==> src/rtl/req_encoder_32to5_if.sv <==
// Request/code bundle between the cause encoder and its consumer.
// Handshake: a code moves on a rising edge where out_valid and out_ready are both high; out_code is stable while out_valid is high and out_ready is low.
interface req_encoder_32to5_if;
  logic [31:0] req;
  logic [31:0] mask;
  logic        flush;
  logic        out_ready;
  logic        out_valid;
  logic [4:0]  out_code;
  logic [31:0] pending;
  logic        any_pending;
  logic        state_dbg;

  modport master (
    input  req, mask, flush, out_ready,
    output out_valid, out_code, pending, any_pending, state_dbg
  );

  modport slave (
    output req, mask, flush, out_ready,
    input  out_valid, out_code, pending, any_pending, state_dbg
  );
endinterface

==> src/rtl/req_encoder_32to5.sv <==
// 32-line sticky request collector that presents one selected index at a time.
// Selection is fixed lowest-index priority or round-robin after the last accepted code.
module req_encoder_32to5 #(
  parameter bit RR_MODE = 1'b0
) (
  input logic clock,
  input logic reset,
  req_encoder_32to5_if.master bus
);

  typedef enum logic {IDLE = 1'b0, HOLD = 1'b1} state_t;

  state_t      state, state_next;
  logic [31:0] pending_q, pending_next;
  logic [31:0] held_oh, clr, elig;
  logic [4:0]  code_q, ptr_q, start, pick, idx;
  logic        found, hs, load;

  assign held_oh = 32'd1 << code_q;
  assign hs      = (state == HOLD) && bus.out_ready;
  assign clr     = hs ? held_oh : 32'd0;
  // The held code is never a candidate for its own replacement.
  assign elig    = bus.pending & bus.mask & ((state == HOLD) ? ~held_oh : 32'hFFFF_FFFF);
  assign start   = RR_MODE ? (hs ? code_q + 5'd1 : ptr_q) : 5'd0;

  // First eligible index scanning upward from start, wrapping at 31.
  always_comb begin
    found = 1'b0;
    pick  = 5'd0;
    idx   = 5'd0;
    for (int k = 0; k < 32; k++) begin
      idx = start + k[4:0];
      if (!found && elig[idx]) begin
        found = 1'b1;
        pick  = idx;
      end
    end
  end

  assign bus.pending = pending_q;

  always_ff @(posedge clock or negedge reset) begin
    if (!reset) state <= IDLE;
    else        state <= state_next;
  end

  always_comb begin
    state_next = state;
    load       = 1'b0;
    if (bus.flush) begin
      state_next = IDLE;
    end else begin
      case (state)
        IDLE: if (found) begin
          state_next = HOLD;
          load       = 1'b1;
        end
        HOLD: if (hs) begin
          if (found) load = 1'b1;
          else       state_next = IDLE;
        end
        default: state_next = IDLE;
      endcase
    end
  end

  always_comb begin
    bus.out_valid   = (state == HOLD);
    bus.out_code    = code_q;
    bus.any_pending = |pending_q;
    bus.state_dbg   = state;
  end

  // A request on the bit being accepted re-pends it: set wins over clear.
  assign pending_next = bus.flush ? 32'd0 : ((pending_q & ~clr) | bus.req);

  always_ff @(posedge clock or negedge reset) begin
    if (!reset) begin
      pending_q <= 32'd0;
      code_q    <= 5'd0;
      ptr_q     <= 5'd0;
    end else begin
      pending_q <= pending_next;
      if (load) code_q <= pick;
      if (hs && !bus.flush) ptr_q <= code_q + 5'd1;
    end
  end

endmodule

==> src/flat_wrapper.sv <==
// flat-port wrapper written by rule: the top's interface ports become plain ports
module req_encoder_32to5_flat 
#(
  parameter bit RR_MODE = 1'b0
)
  (clock, reset, bus_req, bus_mask, bus_flush, bus_out_ready, bus_out_valid, bus_out_code, bus_pending, bus_any_pending, bus_state_dbg);
  req_encoder_32to5_if bus_i ();
  input logic clock;
  input logic reset;
  input wire logic [$bits(bus_i.req)-1:0] bus_req;
  input wire logic [$bits(bus_i.mask)-1:0] bus_mask;
  input wire logic [$bits(bus_i.flush)-1:0] bus_flush;
  input wire logic [$bits(bus_i.out_ready)-1:0] bus_out_ready;
  output wire logic [$bits(bus_i.out_valid)-1:0] bus_out_valid;
  output wire logic [$bits(bus_i.out_code)-1:0] bus_out_code;
  output wire logic [$bits(bus_i.pending)-1:0] bus_pending;
  output wire logic [$bits(bus_i.any_pending)-1:0] bus_any_pending;
  output wire logic [$bits(bus_i.state_dbg)-1:0] bus_state_dbg;
  assign bus_i.req = bus_req;
  assign bus_i.mask = bus_mask;
  assign bus_i.flush = bus_flush;
  assign bus_i.out_ready = bus_out_ready;
  assign bus_out_valid = bus_i.out_valid;
  assign bus_out_code = bus_i.out_code;
  assign bus_pending = bus_i.pending;
  assign bus_any_pending = bus_i.any_pending;
  assign bus_state_dbg = bus_i.state_dbg;
  req_encoder_32to5 #(.RR_MODE(RR_MODE)) u_core (.clock(clock), .reset(reset), .bus(bus_i));
endmodule
==> config.mk <==
export PLATFORM = sky130hd
export DESIGN_NAME = req_encoder_32to5_flat
export DESIGN_NICKNAME = d
export VERILOG_FILES = /design/src/rtl/req_encoder_32to5_if.sv /design/src/rtl/req_encoder_32to5.sv /design/src/flat_wrapper.sv
export SDC_FILE = /design/constraint.sdc
export NUM_CORES = 1
export LEC_CHECK = 0
export CAP_MARGIN = 40
export CORE_UTILIZATION = 50
export CTS_CLUSTER_DIAMETER = 50
export DETAILED_ROUTE_END_ITERATION = 10
export DONT_BUFFER_PORTS = 1
export GPL_TIMING_DRIVEN = 0
export HOLD_SLACK_MARGIN = 0.02
export PLACE_DENSITY = 0.68
export REMOVE_ABC_BUFFERS = 1
export SLEW_MARGIN = 20
export SYNTH_ARGS = -nofsm -noshare
export SYNTH_HDL_FRONTEND = slang
export SYNTH_SLANG_ARGS = --single-unit
==> constraint.sdc <==
create_clock -name clock -period 2.4 [get_ports clock]
set_input_delay 0.24 -clock clock [delete_from_list [all_inputs] [get_ports clock]]
set_output_delay 0.24 -clock clock [all_outputs]
set_load 0.05 [all_outputs]
Yosys cells after proc, flatten, opt, wreduce, memory -nomap -nowiden
Cells that the tools add are included.
W data, S select, Z words.
{ "classes": {"shift": 1, "mux": 73, "n_bitwise": 7, "reduce_logical": 64} }
{ "op_table": {"columns": ["op", "n"], "rows": [
  ["$mux W5", 30],
  ["$and A32 B32 Y32", 3],
  ["$mux W32", 3],
  ["$not A32 Y32", 2],
  ["$mux W1", 38],
  ["$logic_and A1 B1 Y1", 32],
  ["$or A32 B32 Y32", 1],
  ["$reduce_or A32 Y1", 1],
  ["$shl A1 B5 Y32 const A", 1],
  ["$logic_not A1 Y1", 31],
  ["$pmux W1 S2", 2],
  ["$not A1 Y1", 1]
]} }
{ "word_totals": {"reg_bits": 38} }

Depth between registers and ports, before layout
{ "depth": {"word_depth": 102, "ltp_mapped": 11, "ltp_nobuf": 7} }

Least setup slack after synthesis
Ideal clock, no wire load.
{ "synth_timing": {"path_type": "reg-to-reg", "startpoint": "register u_core.code_q[2], in the netlist u_core.bus.out_code[2]", "endpoint": "register u_core.code_q[2], in the netlist u_core.bus.out_code[2]", "setup_ps": 121, "arrival_ps": 2575, "path_slack_ps": -296, "stages_incl_launch_ff": 8, "synth_period_minus_slack_ps": 2696, "cell_sequence": "dfrtp_1 -> nand4b_1 -> o41ai_2 -> a2bb2oi_1 -> nor4_4 -> nand2_1 -> o31a_1 -> o22a_1"} }
{ "synth_via": {"elab_chain_cells": 102} }
{ "synth_rtl": {"columns": ["element", "line", "rtl"], "rows": [
  ["from (decl)", "req_encoder_32to5.sv:16", "logic [4:0] code_q, ptr_q, start, pick, idx;"],
  ["from (signal assigned)", "req_encoder_32to5.sv:84", "if (load) code_q <= pick;"],
  ["$shl A1 B5 Y32 *", "req_encoder_32to5.sv:19", "assign held_oh = 32'd1 << code_q;"],
  ["$not A32 Y32 *", "req_encoder_32to5.sv:23", "assign elig = bus.pending & bus.mask & ((state == HOLD) ? ~held_oh : 32'hFFFF_FFFF);"],
  ["$mux W32 *", "req_encoder_32to5.sv:23", null],
  ["$and A32 B32 Y32 *", "req_encoder_32to5.sv:23", null],
  ["$mux W1", "req_encoder_32to5.sv:33", "if (!found && elig[idx]) begin"],
  ["$logic_not A1 Y1", "req_encoder_32to5.sv:33", null],
  ["$logic_and A1 B1 Y1", "req_encoder_32to5.sv:33", null],
  ["$mux W1", "req_encoder_32to5.sv:33", null],
  ["[... 86 more ...]", null, null],
  ["$mux W1", "req_encoder_32to5.sv:33", null],
  ["$logic_not A1 Y1", "req_encoder_32to5.sv:33", null],
  ["$logic_and A1 B1 Y1", "req_encoder_32to5.sv:33", null],
  ["$mux W1", "req_encoder_32to5.sv:33", null],
  ["$mux W1", "req_encoder_32to5.sv:54, req_encoder_32to5.sv:59", null],
  ["$mux W1", "req_encoder_32to5.sv:58", "HOLD: if (hs) begin"],
  ["$pmux W1 S2", "req_encoder_32to5.sv:53", "case (state)"],
  ["$mux W1", "req_encoder_32to5.sv:50", "if (bus.flush) begin"]
]} }
Every way passes the cells marked *; elsewhere a longest branch is shown, timed or not.
A chain may end at the register's enable or synchronous reset.

Worst setup path after layout
{ "layout_timing": {"startpoint": "register u_core.state, in the netlist u_core.bus.out_valid", "endpoint": "register u_core.code_q[3], in the netlist u_core.bus.out_code[3]"} }
{ "layout_via": {"elab_chain_cells": 100} }
{ "layout_rtl": {"columns": ["element", "line", "rtl"], "rows": [
  ["from (decl)", "req_encoder_32to5.sv:13", "state_t state, state_next;"],
  ["from (signal assigned)", "req_encoder_32to5.sv:44", "else state <= state_next;"],
  ["$mux W32", "req_encoder_32to5.sv:23", null],
  ["$and A32 B32 Y32", "req_encoder_32to5.sv:23", null],
  ["$mux W1", "req_encoder_32to5.sv:33", null],
  ["$logic_not A1 Y1", "req_encoder_32to5.sv:33", null],
  ["$logic_and A1 B1 Y1", "req_encoder_32to5.sv:33", null],
  ["$mux W1", "req_encoder_32to5.sv:33", null],
  ["$logic_not A1 Y1", "req_encoder_32to5.sv:33", null],
  ["$logic_and A1 B1 Y1", "req_encoder_32to5.sv:33", null],
  ["[... 84 more ...]", null, null],
  ["$mux W1", "req_encoder_32to5.sv:33", null],
  ["$logic_not A1 Y1", "req_encoder_32to5.sv:33", null],
  ["$logic_and A1 B1 Y1", "req_encoder_32to5.sv:33", null],
  ["$mux W1", "req_encoder_32to5.sv:33", null],
  ["$mux W1", "req_encoder_32to5.sv:54, req_encoder_32to5.sv:59", null],
  ["$mux W1", "req_encoder_32to5.sv:58", null],
  ["$pmux W1 S2", "req_encoder_32to5.sv:53", null],
  ["$mux W1", "req_encoder_32to5.sv:50", null]
]} }
Several ways; a longest one is shown, not always the timed one.

==> results.json <==
{
  "outcome": "complete, but fails checks",
  "failed_checks": "negative setup slack",
  "fin_util_pct": 61.1,
  "cts_buffer_depth": 2,
  "yosysWarnings": 0,
  "routed_wl_um": 9620,
  "leakagePower_nw": 1.40,
  "avgRoutedWirePerCell_um": 20.8,
  "synth_seq_cells": 38,
  "grt_pass1_vias": 3000,
  "ios": 108,
  "critPathKind": "reg2reg",
  "area_growth_syn_to_layout_pct": 17.2,
  "route.detailed.drc": 0,
  "start_util_pct": 52.1,
  "async_flop_share_pct": 100,
  "yosysTopAreaCell": "dfrtp_1",
  "pre_cts_slack_ps": -769,
  "die_w_um": 78.0,
  "clkLatencyLatePin_ps": 300,
  "ir_drop_mv": 0.404,
  "synth_edf_count": 0,
  "coreArea_mm2": 0.00554,
  "grt_usage_pct": 32.8,
  "cts-root-buf": "clkbuf_8",
  "nNetsFinal": 458,
  "grt_pass1_wl_um": 15200,
  "h-tree-depth": 2,
  "crit_fanout": 8,
  "worstPathRequired_ps": 2580,
  "clock-sinks": 38,
  "drt_pass1_iterations": 5,
  "drive_above_1_share_pct": 17.4,
  "worstMarginPinSlew_ps": 686,
  "end_kind": "flop",
  "cts_tree": "built",
  "worstPathArrival_ps": 2840,
  "clk_pin_slew_worst_paths_ps": 80,
  "fmax_mhz": 376,
  "hold_viol_final": 0,
  "grt_max_degree": 39,
  "synth-main-ff-cell": "dfrtp_1",
  "syn_avg_cell_area_um2": 7.64,
  "maxSlewHeadroom_pct": 54.3,
  "antenna_found_initial": 0,
  "min_path_type": "in2reg",
  "skew_ps": 4.37,
  "numPortBuffers": 0,
  "synth_top_area_share_pct": 32.9,
  "slew_viol_final": 0,
  "fin_ws_ps": -257,
  "seq_area_frac_synth_pct": 32.9,
  "synthCells": 378,
  "globalRouteOverflowTotal": 0,
  "min_period_ps": 2660,
  "ant_nets": 0,
  "vias_per_cell": 6.73,
  "numCtsBuffers": 5,
  "dr.first_iter.drc_count": 332,
  "cap_violations": 0,
  "period_share_pct": 111,
  "setup-violations-final": 6,
  "detailed_place_hpwl_um": 6660,
  "synth_area_leaders": "dfrtp_1, a21oi_1, o21ai_0, nand2_1, inv_1",
  "dpl_cell_area_mm2": 0.00298,
  "gp_congestion": 0.933,
  "postLayoutCellArea_mm2": 0.00339,
  "rsz0062_at_grt": "true",
  "power.density_mw_per_mm2": 644,
  "synth_cell_types": 62,
  "vias": 3117,
  "insertedDiodeCount": 0,
  "critPathLaunchType": "flop",
  "rows": 27,
  "syn_area_mm2": 0.00289,
  "die_y_um": 78.0,
  "dieArea_mm2": 0.00609
}
-- flip-flops by register name, summed over array words and instances (netlist names) --
register              cells
u_core.bus.out_code       5
u_core.bus.out_valid      1
u_core.bus.pending       32
-- timing repair --
item	in CTS	in global routing
gates resized for setup	25	6
hold buffers	3	0
pin swaps	13	8
endpoints found under the hold margin	71	0
buffers inserted	16	3
endpoints found under the setup margin	6	6
-- worst max-delay path, cell delays in order (launching register included) --
cell and delay [ps]:
dfrtp_4 670, buf_6 170, clkdlybuf4s18_2 270, and4b_1 260, o2111a_1 210, o22ai_2 90
nor2_1 160, nand2_2 100, o31a_1 380, o22a_1 230
-- synth_stat cells, types with 2 or more instances --
cell       number
a211oi_1        2
a21o_1          2
a21oi_1        48
a221oi_1        2
a22o_1          2
a22oi_1         8
a2bb2oi_1       3
a311oi_1        2
a31oi_1         3
a32oi_1         3
a41oi_1         3
and2_1          4
and3_1          3
and3b_1         4
and4b_1         3
buf_2           8
clkbuf_1       12
dfrtp_1        38
inv_1          31
nand2_1        47
nand2b_1        5
nand3_1        16
nand3b_1        3
nand4_1         3
nand4b_1        3
nor2_1         17
nor2b_1         4
nor3_1          3
nor4_1          9
o2111a_1        2
o2111ai_1       5
o211ai_1        4
o21ai_0        38
o21bai_1        3
o22a_1          3
o22ai_1         2
or2_2           5
-- area by class of cell --
type                       instances  area, um^2
sequential                        38         963
timing repair buffer              27         299
tap                               72        90.1
inverter                          32         120
multi-input combinational        286        1820
clock buffer                       7        86.3
clock inverter                     1        5.00
fill                             537        2150
-- final timing paths --
check / from / cells after the start / slack (ps) / endpoint
worst max-delay path: u_core.bus.out_valid / 9 / -260 / u_core.bus.out_code[3]
worst min-delay path: bus_req[6] / 2 / 60 / u_core.bus.pending[6]
worst max register to register: u_core.bus.out_valid / 9 / -260 / u_core.bus.out_code[3]
worst min register to register: u_core.bus.out_code[4] / 1 / 760 / u_core.bus.out_code[4]
max in group asynchronous: reset / 2 / 1790 / u_core.bus.out_valid
min in group asynchronous: reset / 2 / 390 / u_core.bus.pending[18]
-- metrics by stage --
stage	instances	hold WS [ps]	TNS, ps	total power [mW]
finish	463	60.2	-1280	2.18
global route	463	52.3	-1940	2.28
CTS	460	52.7	-1220	2.15
detailed placement	433	-54.7	-4220	1.57
global placement	428	-54.6	-11510	1.50
floorplan	356	-55.6	-4210	1.34
-- routing by layer --
metal	GRT usage (%)	wire length, um	vias to the layer above
li1	-	-	1423
met1	43.4	3940	1483
met2	50.7	4370	180
met3	8.95	1020	31
met4	13.7	283	0
met5	0	0	-
-- placed cells by master (no fill, tap or decap), types with 4 or more instances in the layout --
master	instances
nand2_1	46
nor4_1	8
buf_4	15
nand2b_1	4
dfrtp_1	30
a21oi_1	48
nor2_1	16
dfrtp_2	7
and2_1	4
o21ai_0	38
a22oi_1	8
nand3_1	16
inv_1	31
o211ai_1	4
clkbuf_8	6
or2_2	5
-- report_power, final --
part	total [mW]	switching [mW]	internal (mW)	leakage, nW
sequential	0.966	0.272	0.693	0.462
combinational	0.745	0.450	0.295	0.893
clock	0.469	0.237	0.232	0.0482
-- kinds of logic (layout without fill, tap and decap cells) --
logic type / count (synthesis) / count (layout) / synth area share (%)
buffers and inverters: 54 / 67 / 7.49
AOI/OAI and AO/OA: 149 / 149 / 33.3
and+or+nand+nor: 137 / 137 / 26.3
DFF: 38 / 38 / 32.9
No activity file was read; power rests on OpenSTA's default activity.
